===== src/rtl/sensor_interval_timer_pkg.sv =====
// Shared definitions for the sensor interval timer and the arrival-time predictor.
package sensor_interval_timer_pkg;

   // Width of the interval word handed to the predictor
   localparam int unsigned TIME_W = 19;

   // Measurement controller states
   typedef enum logic [1:0] {
      IDLE  = 2'd0,
      ARMED = 2'd1,
      DONE  = 2'd2
   } state_t;

endpackage


===== src/rtl/sensor_interval_timer_sync.sv =====
// Two-flop synchroniser followed by a registered rising-edge detector for one raw sensor line.
module sensor_sync_edge (
   input  logic clk,
   input  logic rst_n,
   input  logic din,
   output logic pulse
);

   logic sync0;
   logic sync1;
   logic prev;

   // Synchronise the raw line and emit one pulse per 0->1 transition
   always_ff @(posedge clk) begin
      if (!rst_n) begin
         sync0 <= 1'b0;
         sync1 <= 1'b0;
         prev  <= 1'b0;
         pulse <= 1'b0;
      end else begin
         sync0 <= din;
         sync1 <= sync0;
         prev  <= sync1;
         pulse <= sync1 & ~prev;
      end
   end

endmodule


===== src/rtl/sensor_interval_timer.sv =====
// Measures the S1->S2 interval in whole milliseconds and reports it to the predictor,
// or flags a timeout when S2 does not arrive.
module sensor_interval_timer
   import sensor_interval_timer_pkg::*;
#(
   parameter int unsigned TICK_DIV   = 50000,
   parameter int unsigned WIDTH      = TIME_W,
   parameter int unsigned TIMEOUT_MS = 500000
) (
   input  logic             clk,
   input  logic             rst_n,
   input  logic             s1,
   input  logic             s2,
   output logic [WIDTH-1:0] time_ms,
   output logic             time_valid,
   output logic             timeout,
   output logic             busy
);

   localparam int unsigned      PW         = $clog2(TICK_DIV);
   localparam logic [PW-1:0]    PRESC_LAST = PW'(TICK_DIV - 1);
   localparam logic [WIDTH-1:0] MS_LAST    = WIDTH'(TIMEOUT_MS - 1);
   localparam logic [WIDTH-1:0] MS_ONE     = WIDTH'(1);

   state_t           state;
   logic [PW-1:0]    presc;
   logic [WIDTH-1:0] ms_cnt;
   logic [WIDTH-1:0] ms_now;
   logic [WIDTH-1:0] captured;
   logic             wrap;
   logic             e1;
   logic             e2;

   sensor_sync_edge u_sync_s1 (
      .clk   (clk),
      .rst_n (rst_n),
      .din   (s1),
      .pulse (e1)
   );

   sensor_sync_edge u_sync_s2 (
      .clk   (clk),
      .rst_n (rst_n),
      .din   (s2),
      .pulse (e2)
   );

   // Elapsed ms as of this edge, counting a tick that completes on this same edge,
   // so a capture reflects the whole milliseconds since the e1 cycle
   always_comb begin
      wrap     = (presc == PRESC_LAST);
      ms_now   = wrap ? (ms_cnt + MS_ONE) : ms_cnt;
      captured = (ms_now == '0) ? MS_ONE : ms_now;
   end

   // Measurement FSM with prescaler, ms counter and registered outputs
   always_ff @(posedge clk) begin
      if (!rst_n) begin
         state      <= IDLE;
         presc      <= '0;
         ms_cnt     <= '0;
         time_ms    <= '0;
         time_valid <= 1'b0;
         timeout    <= 1'b0;
         busy       <= 1'b0;
      end else begin
         time_valid <= 1'b0;
         timeout    <= 1'b0;
         case (state)
            IDLE: begin
               if (e1) begin
                  state  <= ARMED;
                  presc  <= '0;
                  ms_cnt <= '0;
                  busy   <= 1'b1;
               end
            end
            ARMED: begin
               if (e2) begin
                  state      <= DONE;
                  time_ms    <= captured;
                  time_valid <= 1'b1;
                  busy       <= 1'b0;
               end else if (e1) begin
                  presc  <= '0;
                  ms_cnt <= '0;
               end else begin
                  presc <= wrap ? '0 : presc + 1'b1;
                  if (wrap) begin
                     ms_cnt <= ms_now;
                     if (ms_cnt == MS_LAST) begin
                        timeout <= 1'b1;
                        state   <= IDLE;
                        busy    <= 1'b0;
                     end
                  end
               end
            end
            DONE: begin
               state <= IDLE;
            end
            default: begin
               state <= IDLE;
               busy  <= 1'b0;
            end
         endcase
      end
   end

endmodule

===== config.mk =====
export PLATFORM = sky130hd
export DESIGN_NAME = sensor_interval_timer
export DESIGN_NICKNAME = d
export VERILOG_FILES = /design/src/rtl/sensor_interval_timer_pkg.sv /design/src/rtl/sensor_interval_timer_sync.sv /design/src/rtl/sensor_interval_timer.sv
export SDC_FILE = /design/constraint.sdc
export NUM_CORES = 1
export LEC_CHECK = 0
export CORE_ASPECT_RATIO = 0.9
export CORE_MARGIN = 8
export CORE_UTILIZATION = 63
export DETAILED_ROUTE_END_ITERATION = 6
export PLACE_DENSITY_LB_ADDON = 0.2
export REMOVE_ABC_BUFFERS = 1
export SLEW_MARGIN = 20
export SYNTH_ARGS = -nofsm -noshare
export SYNTH_HDL_FRONTEND = slang
export SYNTH_SLANG_ARGS = --single-unit

===== constraint.sdc =====
create_clock -name clk -period 6.5 [get_ports clk]
set_clock_uncertainty 0.1 [all_clocks]
set_input_delay 0.975 -clock clk [delete_from_list [all_inputs] [get_ports clk]]
set_output_delay 0.975 -clock clk [all_outputs]
set_load 0.05 [all_outputs]

# --- Word-level counts from Yosys, hierarchy flattened ---
# Cells that the tools add are included.
classes:
  n_addsub: 2
  n_eq_ne: 10
  mux: 26
  bitwise_logic: 8
  n_reduce_logical: 10
ops:
  columns: ["cell", "count"]
  rows:
  - ["$mux W19", 6]
  - ["$mux W16", 4]
  - ["$pmux W19 S2", 1]
  - ["$pmux W16 S2", 1]
  - ["$add A19 B1 Y19 const B", 1]
  - ["$eq A19 B19 Y1 const B", 1]
  - ["$logic_not A19 Y1", 1]
  - ["$add A16 B1 Y16 const B", 1]
  - ["$eq A16 B16 Y1 const B", 1]
  - ["$ne A3 B2 Y1 const B", 4]
  - ["$mux W2", 5]
  - ["$reduce_and A4 Y1", 2]
  - ["$mux W1", 7]
  - ["$not A1 Y1", 6]
  - ["$reduce_and A5 Y1", 1]
  - ["$reduce_or A5 Y1", 1]
  - ["$pmux W2 S2", 1]
  - ["$reduce_and A2 Y1", 2]
  - ["$pmux W1 S3", 1]
  - ["$reduce_and A3 Y1", 1]
  - ["$and A1 B1 Y1", 2]
  - ["$eq A2 B1 Y1 const B", 1]
  - ["$eq A2 B2 Y1 const B", 1]
  - ["$logic_not A2 Y1", 1]
  - ["other kinds (3)", 3]
totals:
  regBits: 67
  input_bits: 4
  out_inout_bits: 22
  word_cells: 71

# --- Depth between registers and ports, before layout ---
logic_depth:
  depth_word: 6
  ltp_mapped: 9
  ltp_nobuf: 7

# --- Hierarchy ---
# A second synthesis with hierarchy kept.
hier_totals:
  cells_unflattened: 406
  area_unflattened_um2: 3358.2
modules_own_cells:
  columns: ["mod", "n_inst", "cells_each", "area_each_um2", "seq_area_each_um2"]
  rows:
  - ["sensor_interval_timer", 1, 390, 3135.5, 1181.1]
  - ["sensor_sync_edge", 2, 8, 111.4, 80.1]

# --- Least setup slack after synthesis ---
# Ideal clock, no wire load.
synth_timing:
  kind: "register -> register"
  from: "register presc[5]"
  to: "register time_ms[13]"
  setup_ns: 0.091
  arrival_time_ns: 2.353
  required_ns: 6.309
  setup_slack_ns: 3.956
  path_stages_with_launch: 8
  path_buffers: 1
  synth_period_minus_slack_ns: 2.544
  cell_sequence: "dfxtp_1 -> or4b_4 -> or4_4 -> buf_6 -> nor4_4 -> nand2_2 -> or2_0 -> a311oi_1"
synth_between:
  elab_chain_cells: 4
synth_rtl:
  columns: ["element", "line_no", "source"]
  rows:
  - ["start, declared", "sensor_interval_timer.sv:26", "logic [PW-1:0] presc;"]
  - ["start signal, assigned", "sensor_interval_timer.sv:88", "presc <= wrap ? '0 : presc + 1'b1;"]
  - ["$eq A16 B16 Y1 *", "sensor_interval_timer.sv:51", "wrap = (presc == PRESC_LAST);"]
  - ["$mux W19 *", "sensor_interval_timer.sv:52", "ms_now = wrap ? (ms_cnt + MS_ONE) : ms_cnt;"]
  - ["$logic_not A19 Y1", "sensor_interval_timer.sv:53", "captured = (ms_now == '0) ? MS_ONE : ms_now;"]
  - ["$mux W19 *", "sensor_interval_timer.sv:53", null]
  - ["end signal, assigned", "sensor_interval_timer.sv:81", "time_ms <= captured;"]
  - ["end, declared", "sensor_interval_timer.sv:14", "output logic [WIDTH-1:0] time_ms,"]
# Every way passes the cells marked *; elsewhere a longest branch is shown, timed or not.
# A chain may end at the register's enable or synchronous reset.

==> flow_summary.ini <==
[routing]
routedWlPerCell_um = 15.9
dr.pass1.iters = 5
drcViolationCount = 0
wl_um = 7810
vias = 3061
vias_per_cell = 6.23
drtAntennaViolNets = 0
dr.first_iter.drc_count = 359

[sta]
fin_crit_sh_pct = 47.0
rsz0062_at_grt = no
setup_viol = 0
max_slew_margin_pct = 43.9
finalHoldViolCount = 0
drv_slew = 0
hold-worst-slack_ns = 0.284
max_freq_ghz = 0.328
fin_setup_tns_ns = 0
post-route-min-period_ns = 3.05
tightest_slew_ns = 0.839

[grt]
grt_max_degree = 39
grt_pass1_wl_um = 13400
antenna_found_initial = 0
grt_overflow = 0
track_usage_pct = 20.5
grt_pass1_vias = 2774

[clock_network]
tritoncts = done
htreeDepth = 3
cts-root-buf = clkbuf_8
cts_buffers = 9
clk_path_buf_depth = 2
cts.repair.resized = 0
cts.clk_slew.worst_paths_ns = 0.08
postCtsSetupBuffers = 0
hold_buffers = 0
numClockSinks = 67
clock_latency_ns = 0.35

[finish]
drive_above_1_share_pct = 7.08
areaGrowthSynthToFinish_pct = 14.0
post-route-util_pct = 74.1
fillCellCount = 389
antennaDiodeCount = 0
nets = 425

[power]
pwr-share-comb_pct = 4.6
clockPowerShare_pct = 48.2
seq_power_share_pct = 47.3
power.leakage_nw = 1.29
p_int_w = 0.000687
finalPower_w = 0.000887
switching_power_w = 0.000200
swShare_pct = 22.5
power.density_mw_per_mm2 = 229
peakVddDrop_mv = 0.204

[synth]
synth-main-ff-cell = dfxtp_1
synth-edff-count = 0
synthDistinctLibCells = 53
synth.avg_cell_area_um2 = 8.24
syn_area_mm2 = 0.00340
seq_area_frac_synth_pct = 39.5
ys_warn_count = 0
synthCells = 412
async_flop_share_pct = 0
synth_seq_cells = 67

[die]
die_h_um = 85.7
initial_utilization_pct = 65.0
core_area_mm2 = 0.00522
row_count = 25
ioPinCount = 26
die-area_mm2 = 0.00800
die_x_um = 93.4

[placement]
place_congestion = 0.901
dp_hpwl_um = 5330
portBuffers = 25

[worst_setup_path]
cp-end-kind = flop
worst_setup_path_start_kind = input pin
cp.required_ns = 6.63
rrSetupSlack_ns = 3.59
crit_type = input pin to flop
critPathArrivalTime_ns = 3.18
path_max_fanout = 26

[status]
outcome = complete, no violations

[worst_hold_path]
holdCritPathClass = flop to flop

[job]
maxCapViolCount = 0
## per-layer routing
| layer | vias up | wire length, um | GRT usage (%) |
|---|---|---|---|
| met3 | 8 | 529 | 5.41 |
| met5 | - | 0 | 0 |
| met1 | 1440 | 3810 | 27.7 |
| met2 | 105 | 3380 | 30.2 |
| met4 | 0 | 90 | 7.31 |
| li1 | 1508 | - | - |
## final timing paths
kind                  start         endpoint  cells after the start
max                   rst_n       ms_cnt[17]                      5
min          u_sync_s2.prev  u_sync_s2.pulse                      1
max reg2reg       ms_cnt[0]       time_ms[0]                      6
min reg2reg  u_sync_s2.prev  u_sync_s2.pulse                      1
## cell families after synthesis
family	count (synthesis)	synth area share, %
flip-flops	67	39.5
AND/OR/NAND/NOR	183	29.5
XOR/XNOR	33	8.51
adder cells (fa/ha/maj)	2	0.737
buffers and inverters	39	4.68
AO/OA/AOI/OAI	86	16.5
multiplexers	2	0.590
## state kept, by name, summed over array words and instances, names as in the netlist
signal,count
timeout,1
busy,1
u_sync_s1.sync1,1
u_sync_s1.pulse,1
state,2
u_sync_s2.prev,1
ms_cnt,19
time_ms,19
u_sync_s2.sync1,1
presc,16
u_sync_s2.sync0,1
time_valid,1
u_sync_s1.prev,1
u_sync_s2.pulse,1
u_sync_s1.sync0,1
## cell usage after synthesis (2+ instances only)
master | instances | share of area (%)
a211oi_1 | 16 | 3.5
a21oi_1 | 18 | 2.7
a311oi_1 | 2 | 0.52
a31oi_1 | 3 | 0.55
and2_1 | 11 | 2.0
and3_1 | 13 | 2.4
and4_1 | 2 | 0.52
and4b_1 | 2 | 0.59
buf_2 | 4 | 0.59
clkbuf_1 | 26 | 2.9
dfxtp_1 | 67 | 39
ha_1 | 2 | 0.74
inv_1 | 7 | 0.77
mux2i_1 | 2 | 0.59
nand2_1 | 27 | 3.0
nand3_1 | 14 | 2.1
nand3b_1 | 2 | 0.44
nand4_1 | 16 | 2.9
nor2_1 | 45 | 5.0
nor2b_1 | 6 | 1.1
nor3_1 | 15 | 2.2
nor3_2 | 3 | 0.88
nor4_1 | 9 | 1.7
nor4b_1 | 2 | 0.52
o211ai_1 | 2 | 0.44
o21ai_0 | 24 | 3.5
o31ai_1 | 8 | 1.8
o41ai_1 | 4 | 1.0
or2_2 | 2 | 0.37
or3_1 | 3 | 0.55
or4_1 | 2 | 0.44
xnor2_1 | 20 | 5.2
xor2_1 | 13 | 3.4
## per-stage QoR
step | instance area, um^2 | cells | setup WS (ns)
2_1_floorplan | 3270 | 381 | 3.13
3_3_place_gp | 3620 | 475 | 3.25
3_5_place_dp | 3620 | 475 | 3.12
4_1_cts | 3870 | 491 | 3.49
5_1_grt | 3870 | 491 | 3.21
6_report | 3870 | 491 | 3.45
## cell usage in the layout (no fill, tap or decap), types with 14 or more instances in the layout
master            n
nand2_1          27
nor3_1           15
nand4_1          16
nand3_1          14
nor2_1           45
dfxtp_1          67
clkdlybuf4s50_1  25
a21oi_1          18
a211oi_1         16
o21ai_0          24
xnor2_1          20
## power groups by stage
| stage | sequential [W] | combinational, W | clock (W) |
|---|---|---|---|
| after floorplan | 0.000438 | 0.0000160 | 0 |
| after global placement | 0.000428 | 0.0000395 | 0 |
| after detailed placement | 0.000428 | 0.0000403 | 0 |
| after CTS | 0.000419 | 0.0000405 | 0.000436 |
| after global routing | 0.000420 | 0.0000435 | 0.000452 |
| final | 0.000419 | 0.0000404 | 0.000427 |
## final cells by class
| cell class | count | area (um^2) | area share, % |
|---|---|---|---|
| Timing Repair Buffer | 27 | 265 | 6.85 |
| Tap cell | 67 | 83.8 | 2.17 |
| Clock buffer | 9 | 124 | 3.20 |
| Multi-Input combinational cell | 306 | 1900 | 49.1 |
| Clock inverter | 7 | 124 | 3.20 |
| Inverter | 8 | 30.0 | 0.776 |
| Sequential cell | 67 | 1340 | 34.7 |
## critical path, cell delays in order
cell,delay (ns)
clkdlybuf4s50_1,0.75
clkinv_1,0.74
nor4_1,0.48
o21ai_0,0.12
o41ai_1,0.09
Note: power is estimated with default switching activity, not from simulation.
